**config.mk**
```make
export PLATFORM = sky130hd
export DESIGN_NAME = lmi_dcache_fill
export DESIGN_NICKNAME = d
export VERILOG_FILES = /design/src/rtl/lmi_dcache_fill.sv
export SDC_FILE = /design/constraint.sdc
export NUM_CORES = 1
export LEC_CHECK = 0
export CAP_MARGIN = 25
export CORE_UTILIZATION = 42
export CTS_CLUSTER_SIZE = 30
export DETAILED_ROUTE_END_ITERATION = 7
export PLACE_DENSITY = 0.8
export SETUP_SLACK_MARGIN = 0.4
export SLEW_MARGIN = 20
export SYNTH_ARGS = -nofsm -noshare
export SYNTH_HDL_FRONTEND = slang
export SYNTH_SLANG_ARGS = --single-unit
```
**constraint.sdc**
```tcl
create_clock -name CLK -period 1.95 [get_ports CLK]
set_input_delay 0.2925 -clock CLK [delete_from_list [all_inputs] [get_ports CLK]]
set_output_delay 0.2925 -clock CLK [all_outputs]
set_load 0.05 [all_outputs]
```
**src/rtl/lmi_dcache_fill.sv**
```systemverilog
`default_nettype none
// ============================================================================
// Module   : lmi_dcache_fill
// Brief    : Dcache line-fill / uncached-read engine on the memory bus side.
// Revision : 1.0 - initial release
// ============================================================================
module lmi_dcache_fill #(
  parameter int LINE_WORDS = 4,
  parameter int ADDR_W     = 32,
  parameter int DATA_W     = 32,
  localparam int CW        = $clog2(LINE_WORDS)
) (
  input  logic              CLK,
  input  logic              RESET_N,
  input  logic              FILL_REQ,
  input  logic              UC_REQ,
  input  logic [ADDR_W-1:0] REQ_ADDR,
  input  logic              ABORT,
  output logic              BUS_REQ,
  output logic [ADDR_W-1:0] BUS_ADDR,
  output logic              BUS_BURST,
  input  logic              BUS_GNT,
  input  logic              BUS_RDVAL,
  input  logic [DATA_W-1:0] BUS_RDATA,
  input  logic              BUS_ERR,
  output logic              DS_VAL,
  output logic [CW-1:0]     BurstCounter,
  output logic [CW-1:0]     RAM_WORD,
  output logic [DATA_W-1:0] FILL_DATA,
  output logic              RAM_WE,
  output logic              FILL_BUSY,
  output logic              FILL_ERR
);

  localparam logic [1:0] c_IDLE  = 2'd0;
  localparam logic [1:0] c_REQ   = 2'd1;
  localparam logic [1:0] c_BEAT  = 2'd2;
  localparam logic [1:0] c_DRAIN = 2'd3;

  localparam logic [CW-1:0] c_LAST = CW'(LINE_WORDS - 1);
  localparam logic [CW-1:0] c_ONE  = CW'(1);

  logic [1:0]        r_state;
  logic [ADDR_W-3:0] r_addr;
  logic              r_isFill;
  logic [CW-1:0]     r_w0;
  logic [CW-1:0]     r_beatCnt;
  logic              r_err;

  logic w_lastBeat;
  logic w_errNow;
  logic w_unusedAddrLsb;

  // Uncached reads are a single beat, so the first beat is always the last.
  assign w_lastBeat      = ~r_isFill | (r_beatCnt == c_LAST);
  assign w_errNow        = r_err | BUS_ERR;
  assign w_unusedAddrLsb = ^REQ_ADDR[1:0];

  assign BUS_REQ   = (r_state == c_REQ);
  assign BUS_ADDR  = {r_addr, 2'b00};
  assign BUS_BURST = (r_state == c_REQ) & r_isFill;
  assign FILL_BUSY = (r_state != c_IDLE);

  always_ff @(posedge CLK) begin
    if (!RESET_N) begin
      r_state      <= c_IDLE;
      r_addr       <= '0;
      r_isFill     <= 1'b0;
      r_w0         <= '0;
      r_beatCnt    <= '0;
      r_err        <= 1'b0;
      DS_VAL       <= 1'b0;
      BurstCounter <= '0;
      RAM_WORD     <= '0;
      FILL_DATA    <= '0;
      RAM_WE       <= 1'b0;
      FILL_ERR     <= 1'b0;
    end else begin
      DS_VAL   <= 1'b0;
      RAM_WE   <= 1'b0;
      FILL_ERR <= 1'b0;
      case (r_state)
        c_IDLE: begin
          if (FILL_REQ || UC_REQ) begin
            r_state  <= c_REQ;
            r_addr   <= REQ_ADDR[ADDR_W-1:2];
            r_isFill <= FILL_REQ;
            r_w0     <= REQ_ADDR[CW+1:2];
            r_err    <= 1'b0;
          end
        end
        c_REQ: begin
          if (BUS_GNT) begin
            r_beatCnt <= '0;
            r_state   <= ABORT ? c_DRAIN : c_BEAT;
          end else if (ABORT) begin
            r_state <= c_IDLE;
          end
        end
        c_BEAT: begin
          if (ABORT) begin
            // An abort swallows a coincident beat; the burst must still finish.
            if (BUS_RDVAL) begin
              r_beatCnt <= r_beatCnt + c_ONE;
              r_state   <= w_lastBeat ? c_IDLE : c_DRAIN;
            end else begin
              r_state <= c_DRAIN;
            end
          end else if (BUS_RDVAL) begin
            DS_VAL       <= 1'b1;
            FILL_DATA    <= BUS_RDATA;
            BurstCounter <= r_isFill ? r_beatCnt : c_LAST;
            RAM_WORD     <= r_w0 + r_beatCnt;
            RAM_WE       <= r_isFill & ~w_errNow;
            FILL_ERR     <= w_lastBeat & w_errNow;
            r_err        <= w_errNow;
            r_beatCnt    <= r_beatCnt + c_ONE;
            if (w_lastBeat) begin
              r_state <= c_IDLE;
              r_err   <= 1'b0;
            end
          end
        end
        c_DRAIN: begin
          if (BUS_RDVAL) begin
            r_beatCnt <= r_beatCnt + c_ONE;
            if (w_lastBeat) begin
              r_state <= c_IDLE;
            end
          end
        end
        default: r_state <= c_IDLE;
      endcase
    end
  end

endmodule
`default_nettype wire

```
; Word level (Yosys, flattened, before mapping)
; Index checks and enable logic that the tools add are counted.
[word_totals]
out_inout_bits = 74
register_bits = 77
[classes]
n_reduce_logical = 13
add_sub_neg = 2
n_eq_ne = 10
n_bitwise = 11
n_mux = 20
[ops]
columns = op, count
row1 = $mux W2, 11
row2 = $pmux W2 S4, 1
row3 = $eq A2 B2 Y1 const B, 3
row4 = $mux W1, 6
row5 = $ne A2 B2 Y1 const B, 3
row6 = $not A1 Y1, 6
row7 = $reduce_and A3 Y1, 2
row8 = $reduce_bool A2 Y1, 3
row9 = $ne A2 B1 Y1 const B, 2
row10 = $pmux W2 S2, 1
row11 = $reduce_and A2 Y1, 2
row12 = $reduce_and A4 Y1, 1
row13 = $reduce_or A4 Y1, 1
row14 = $and A1 B1 Y1, 3
row15 = $ne A3 B2 Y1 const B, 1
row16 = $reduce_or A3 Y1, 1
row17 = $add A2 B1 Y2 const B, 1
row18 = $add A2 B2 Y2, 1
row19 = $eq A2 B1 Y1 const B, 1
row20 = $logic_not A2 Y1, 1
row21 = $or A1 B1 Y1, 2
row22 = $pmux W1 S2, 1
row23 = $reduce_or A2 Y1, 1
row24 = $logic_or A1 B1 Y1, 1

; Longest topological paths before layout
; Gate-level depths: netlist of the first run.
[logic_depth]
ltp_word = 6
mapped_depth = 6

; Worst setup path before layout of the first run
; Ideal clock, no wire load.
[synth_timing]
kind = register to output
from = register r_state[0]
to = output port BUS_BURST
required_time_ns = 1.657
n_path_buf = 0
t_arrival_ns = 1.746
stages_incl_launch_ff = 3
setup_slack_ns = -0.088
path_cell_list = dfxtp_1 -> nor2b_1 -> and2_1
[synth_via]
elab_chain_len = 2
[synth_rtl]
columns = item, line
row1 = start: declaration, 43  ; logic [1:0] r_state;
row2 = start signal: assignment, 66  ; r_state <= c_IDLE;
row3 = start signal: assignment, 85  ; r_state <= c_REQ;
row4 = start signal: assignment, 95  ; r_state <= ABORT ? c_DRAIN : c_BEAT;
row5 = $eq A2 B1 Y1, n/a
row6 = net BUS_REQ, 19  ; output logic BUS_REQ,
row7 = $and A1 B1 Y1, 61  ; assign BUS_BURST = (r_state == c_REQ) & r_isFill;
row8 = end: declaration, 21  ; output logic BUS_BURST,
; The timed path passes the listed nets, and every way through them passes these cells.

; Worst setup path in the final report of the first run
[layout_timing]
from = register r_addr[1]
to = output port BUS_ADDR[3]
[layout_rtl]
columns = item, line
row1 = start: declaration, 44  ; logic [ADDR_W-3:0] r_addr;
row2 = start signal: assignment, 86  ; r_addr <= REQ_ADDR[ADDR_W-1:2];
row3 = end: declaration, 20  ; output logic [ADDR_W-1:0] BUS_ADDR,
; No word-level cell between the ends.

==> summary.md, run 1 <==
| Metric | Value |
|---|---|
| RSZ-0062 raised after global routing | yes |
| Num CTS Buffers | 9 |
| Antenna-violating nets left | 0 |
| Core ar. | 0.006422 sq mm |
| Synth top area cells | dfxtp_1 53%, a21oi_1 12%, nand2_1 9.3% |
| TritonCTS clock tree | done |
| Commonest non-fill, non-tap cells in the layout | 73 x dfxtp_1, 70 x nand2_1, 69 x a21oi_1, 69 x clkdlybuf4s50_1, 56 x dlygate4sd2_1 |
| Fin nets | 555 |
| Tcrit/Tclk final | 78.93% |
| Crit path cell chain | clkdlybuf4s15_1 |
| Average size of a mapped cell | 8.218 sq um |
| Hold Crit Start | FILL_DATA[18] |
| Worst skew pair latency | 0.34 ns |
| Register area | 0.001509 sq mm |
| Vias per inst | 5.057 |
| Top delay family on crit path | buffers and inverters |
| Post-Syn Instances | 345 |
| Detailed Route WL | 7601 um |
| Final setup skew | 0.006106 ns |
| Clock transition at path regs | 0.07 ns |
| Multi-input logic area | 0.001161 sq mm |
| Max Fclk | 649.7 MHz |
| Fin. Hold Viols | 0 |
| Die ar. | 0.007083 sq mm |
| Critical Path Fanout Max | 3 |
| Final setup TNS | 0 ns |
| Max incr delay on CP | 0.53 ns |
| Max VDD drop | 0.0005630 V |
| Die width | 84.16 um |
| Placer Congestion | 0.7439 |
| Final Power | 3722 uW |
| Layout cells sized above 1 | 8.848% |
| Slew margin rel. | 65.45% |
| Leading area contributor after synthesis | dfxtp_1 |
| I/O pin cnt | 146 |
| First-pass GRT wire length | 12500 um |
| Final instance area | 0.004496 sq mm |
| Startpoint types | flip-flop |
| Crit. End Element | output pin |
| Synth Cell Area | 0.002835 sq mm |
| Initial antenna violation count | 0 |
| Yosys Warn Count | 0 |
| Top cell type's share of synthesized area | 52.96% |
| Synth cell types | 29 |
| Fin crit period | 1.539 ns |
| # setup viols final | 0 |
| Die Y-Extent | 84.16 um |
| Most common cell after layout, fill and taps aside | dfxtp_1 |
| Setup CP Type | reg -> out |
| H-tree depth | 3 |
| Flops & latches, synth | 75 |
| DRC viols | 22 |
| FP Rows | 29 |
| N_diodes | 0 |
| Vias | 2847 |
| Gr ovfl total | 0 |
| Hold Path Class | reg -> reg |
| CTS root buf | clkbuf_8 |
| P&R area growth vs syn | 58.56% |
| Status | complete, but fails checks |
| Filler cell count | 537 |
| Number of buffers and inverters on the critical path | 1 |
| WP data arrival | 1.25 ns |
| DR iter-0 viols | 118 |
| Critical Path RT | 1.66 ns |
| Max clock buf depth | 2 |
| Max-cap viol count | 0 |
| Total GRT Usage | 22.15% |
| Post-DP HPWL | 5462 um |
| CP max-delay cell | clkdlybuf4s15_1 |
| WL per Instance | 13.50 um |
| IO buf count | 141 |
| RR Startpoint | r_state[1] |
| Failing checks | DRC |
| Pin count of the biggest net entering global routing | 38 |
| Starting Density | 44.15% |
| Leak Pwr | 0.001896 uW |
| Placed cell areas | 0.004329 sq mm |
| Final Max Slew Viols | 0 |
| Pwr/cell area | 827.9 mW/mm^2 |
| Crit path from | r_addr[1] |
| Vias in the first global route | 2685 |
| Drt first pass iters | 6 |
| WHS | 0.4517 ns |
| Slew @ Worst Pin | 0.5203 ns |
| Post-synthesis sequential area ratio | 52.96% |
| Clk sink count | 75 |
tightest hold or removal path, delay by kind of cell (launching register included):
| kind | cells | cell delay, ns |
|---|---|---|
| flops | 1 | 0.31 |
| simple gates | 1 | 0.05 |
| compound gates | 1 | 0.05 |
routing by layer:
metal  GRT usage, %  vias up  share of wire [%]
met3          7.473       15                 10
met1          26.84     1278                 42
met5              0        -                  0
met4          9.561        0                2.0
li1               -     1438                  -
met2          35.99      116                 46
Yosys cell counts:
cell type  instances
o21ai_1           12
a22oi_1            1
buf_6              2
nor2b_1            2
or2_2              1
dfxtp_1           75
xor2_1             1
nand3b_1           1
buf_4              6
nand4bb_1          1
a21oi_1           69
and4bb_1           1
nor3b_1            1
ha_1               2
nor3_1             2
nor2_1             5
o21ai_0           21
o221ai_1           2
nor2_4             1
clkbuf_1          11
inv_1              3
inv_2              2
and2_1             1
nand2_1           70
buf_2             12
nand3_1           36
a311oi_1           1
conb_1             1
xnor2_1            2
logic make-up after synthesis:
logic type               share of synthesized area [%]
AND/OR/NAND/NOR                                  19.29
buffers and inverters                            6.620
other                                           0.1323
adder cells (fa/ha/maj)                         0.8825
AO/OA/AOI/OAI                                    19.20
XOR/XNOR                                        0.9269
flip-flops                                       52.96
state kept, by name, indices dropped and copies added (netlist names):
| register | count |
|---|---|
| r_beatCnt | 2 |
| RAM_WORD | 2 |
| DS_VAL | 1 |
| RAM_WE | 1 |
| r_state | 2 |
| r_err | 1 |
| r_addr | 30 |
| BurstCounter | 2 |
| r_isFill | 1 |
| FILL_DATA | 32 |
| FILL_ERR | 1 |
layout make-up:
class                      instances  area share, %
multi-input combinational        235          25.83
sequential                        75          33.57
clock buffer                       9          2.755
timing repair buffer             155          33.23
inverter                           5         0.4175
clock inverter                     7          2.060
tap                               77          2.143
power by group:
group / internal, uW / total (uW) / leakage [uW] / switching (uW)
clock: 715 / 1280 / 0.000101 / 561
combinational: 304 / 797 / 0.00118 / 493
sequential: 1600 / 1650 / 0.000612 / 44.9
total: 2620 / 3720 / 0.00190 / 1100
per-stage QoR:
step                utilization, %  std cells  worst slack, ns
floorplan                        -        346           0.5074
global placement             67.41        546           0.2146
detailed placement           67.41        546           0.1318
CTS                          69.67        563           0.3569
global route                 70.00        563           0.3738
finish                       70.00        563           0.4108
path summary, 6_finish.rpt:
| path | slack [ns] | endpoint | depth (start not counted) |
|---|---|---|---|
| max reg2reg | 0.64 | FILL_ERR | 4 |
| max | 0.41 | BUS_ADDR[3] | 1 |
| min reg2reg | 0.45 | FILL_DATA[18] | 2 |
| min | 0.45 | FILL_DATA[18] | 2 |
timing repair:
item / in CTS / in global routing
buffers inserted: 1 / 0
hold buffers: 0 / 0
endpoints found under the setup margin: 72 / 14
resized for setup: 74 / 14
pin swaps: 1 / 0
Note: power is estimated with default switching activity, not from simulation.
==> run 2, diff against run 1 <==
--- a/config.mk
+++ b/config.mk
@@ -6,10 +6,10 @@
 export NUM_CORES = 1
 export LEC_CHECK = 0
 export CAP_MARGIN = 25
-export CORE_UTILIZATION = 42
+export CORE_UTILIZATION = 39
 export CTS_CLUSTER_SIZE = 30
 export DETAILED_ROUTE_END_ITERATION = 7
-export PLACE_DENSITY = 0.8
+export PLACE_DENSITY = 0.75
 export SETUP_SLACK_MARGIN = 0.4
 export SLEW_MARGIN = 20
 export SYNTH_ARGS = -nofsm -noshare
==> constraint.sdc (replaced) <==
create_clock -name CLK -period 1.6 [get_ports CLK]
set_input_delay 0.24 -clock CLK [delete_from_list [all_inputs] [get_ports CLK]]
set_output_delay 0.24 -clock CLK [all_outputs]
set_load 0.05 [all_outputs]
==> run 2 against run 1 <==
Compared with the run above:
- the flow now finishes without violations
- final cell count is 6.4% higher
- clock skew hardly changed
- via count is 6.1% higher
- hold slack worse by 0.0077 ns
- register-to-register slack worse by 0.50 ns
- cell area is 8.3% higher
- sequential share of layout area is 2.5 points lower
- critical endpoint is now BUS_BURST
- largest power group unchanged
==> summary.md, run 2 (synthesized netlist as in run 1, its figures left out) <==
| Metric | Value |
|---|---|
| DR iter-0 viols | 57 |
| Max VDD drop | 0.0005826 V |
| I/O pin cnt | 146 |
| Non-filler cells, final | 599 |
| Vias in the first global route | 2921 |
| First-pass GRT wire length | 13100 um |
| Pwr/cell area | 1002 mW/mm^2 |
| Clk sink count | 75 |
| Starting Density | 41.05% |
| Fin nets | 572 |
| FP Rows | 30 |
| GR Layer Usage met3 | 7.773% |
| Status | complete, no violations |
| Post-DP HPWL | 5491 um |
| CTS root buf | clkbuf_8 |
| DRC viols | 0 |
| Tcrit/Tclk final | 93.77% |
| Num CTS Buffers | 9 |
| Startpoint types | flip-flop |
| Layout cells sized above 1 | 33.20% |
| Critical Path Fanout Max | 4 |
| Gr ovfl total | 0 |
| Fin crit period | 1.500 ns |
| Initial antenna violation count | 0 |
| Vias per inst | 5.043 |
| Slew @ Worst Pin | 0.5019 ns |
| Hold Path Class | in -> reg |
| Crit. End Element | output pin |
| Max clock buf depth | 2 |
| P&R area growth vs syn | 71.80% |
| Placer Congestion | 0.7545 |
| Fin. Hold Viols | 0 |
| Final instance area | 0.004871 sq mm |
| Clock transition at path regs | 0.08 ns |
| Total GRT Usage | 22.28% |
| Setup WS post-layout | 0.09968 ns |
| # hold bufs at CTS | 0 |
| Detailed Route WL | 8832 um |
| DP Cell Count | 568 |
| N_diodes | 0 |
| Leak Pwr | 0.001933 uW |
| TritonCTS clock tree | done |
| Biggest register | FILL_DATA |
| Final core utilization | 70.53% |
| Die ar. | 0.007615 sq mm |
| Commonest non-fill, non-tap cells in the layout | 80 x buf_4, 71 x dfxtp_1, 68 x clkdlybuf4s50_1, 61 x nand2_1, 46 x a21oi_1 |
| Routing usage on met1 | 24.72% |
| Met2 usage | 38.64% |
| Drt first pass iters | 4 |
| Final setup TNS | 0 ns |
| Pin count of the biggest net entering global routing | 41 |
| H-tree depth | 3 |
| Max reg flops | 32 |
| Worst skew pair latency | 0.35 ns |
| Setup CP Type | reg -> out |
| Setup WS pre-CTS | -0.08193 ns |
| Max Fclk | 666.5 MHz |
| Antenna-violating nets left | 0 |
| Vias | 3021 |
| WL per Instance | 14.74 um |
| Final setup skew | 0.006112 ns |
| Most common cell after layout, fill and taps aside | buf_4 |
| Placed cell areas | 0.004230 sq mm |
| WP data arrival | 1.26 ns |
| Max-cap viol count | 0 |
| Slew margin rel. | 66.47% |
| Die width | 87.27 um |
| R2r worst-path depth | 7 |
| Die Y-Extent | 87.27 um |
| Hold path depth | 3 |
| RSZ-0062 raised after global routing | yes |
| Gr busiest metal | met2 |
| Core ar. | 0.006907 sq mm |
| Critical Path RT | 1.36 ns |
| Largest regs | FILL_DATA: 32 flops, r_addr: 30 flops |
| IO buf count | 141 |
| # setup viols final | 0 |
| Final Max Slew Viols | 0 |
-- run 2: cell count changes in the layout (fill, tap and decap cells not counted), sizes merged --
cell,before,now
clkbuf,9,12
clkinvlp,3,0
clkdlybuf4s15,13,0
dlygate4sd2,56,1
bufinv,2,3
clkdlybuf4s50,69,68
buf,17,102
-- run 2: worst max-delay path: stages (launching register included) --
cell,delay (ns)
dfxtp_4,0.37
buf_6,0.13
nor2b_4,0.13
and2_4,0.16
buf_12,0.13
-- run 2: cell type report --
type,instances,area [sq um]
multi-input cells,235,1319
repair buffers,172,1655
well taps,96,120.1
clock inverters,5,100.1
flip-flops and latches,75,1511
inverters,5,23.77
fillers,560,2036
clock buffers,11,141.4
-- run 2: worst paths after layout --
check,from,endpoint,slack (ns)
worst min-delay path,BUS_RDATA[3],FILL_DATA[3],0.44
worst min register to register,FILL_DATA[25],FILL_DATA[25],0.46
worst max register to register,r_state[1],FILL_DATA[6],0.14
worst max-delay path,r_state[1],BUS_BURST,0.1
-- run 2: what timing repair did --
| item | in CTS | in global routing |
|---|---|---|
| setup buffers | 5 | 6 |
| setup endpoints to repair | 63 | 55 |
| cloned | 3 | 1 |
| pin swaps | 2 | 9 |
| resized for setup | 25 | 47 |
-- run 2: where the power goes --
group	switching [uW]	total, uW	internal [uW]
Combinational	648	1110	457
Sequential	56.2	2010	1960
Clock	689	1760	1070
Total	1390	4880	3490
-- run 2: per-stage QoR --
stage                     power (uW)  hold WS (ns)
after floorplan                 2650        0.3760
after global placement          3068        0.4434
after detailed placement        3080        0.4481
after CTS                       4879        0.4313
after global routing            5061        0.4446
final                           4881        0.4440
-- run 2: metal layers --
layer,up-vias,wire length (um)
li1,1480,-
met4,0,171
met1,1425,3487
met3,12,749
met5,-,0
met2,104,4424
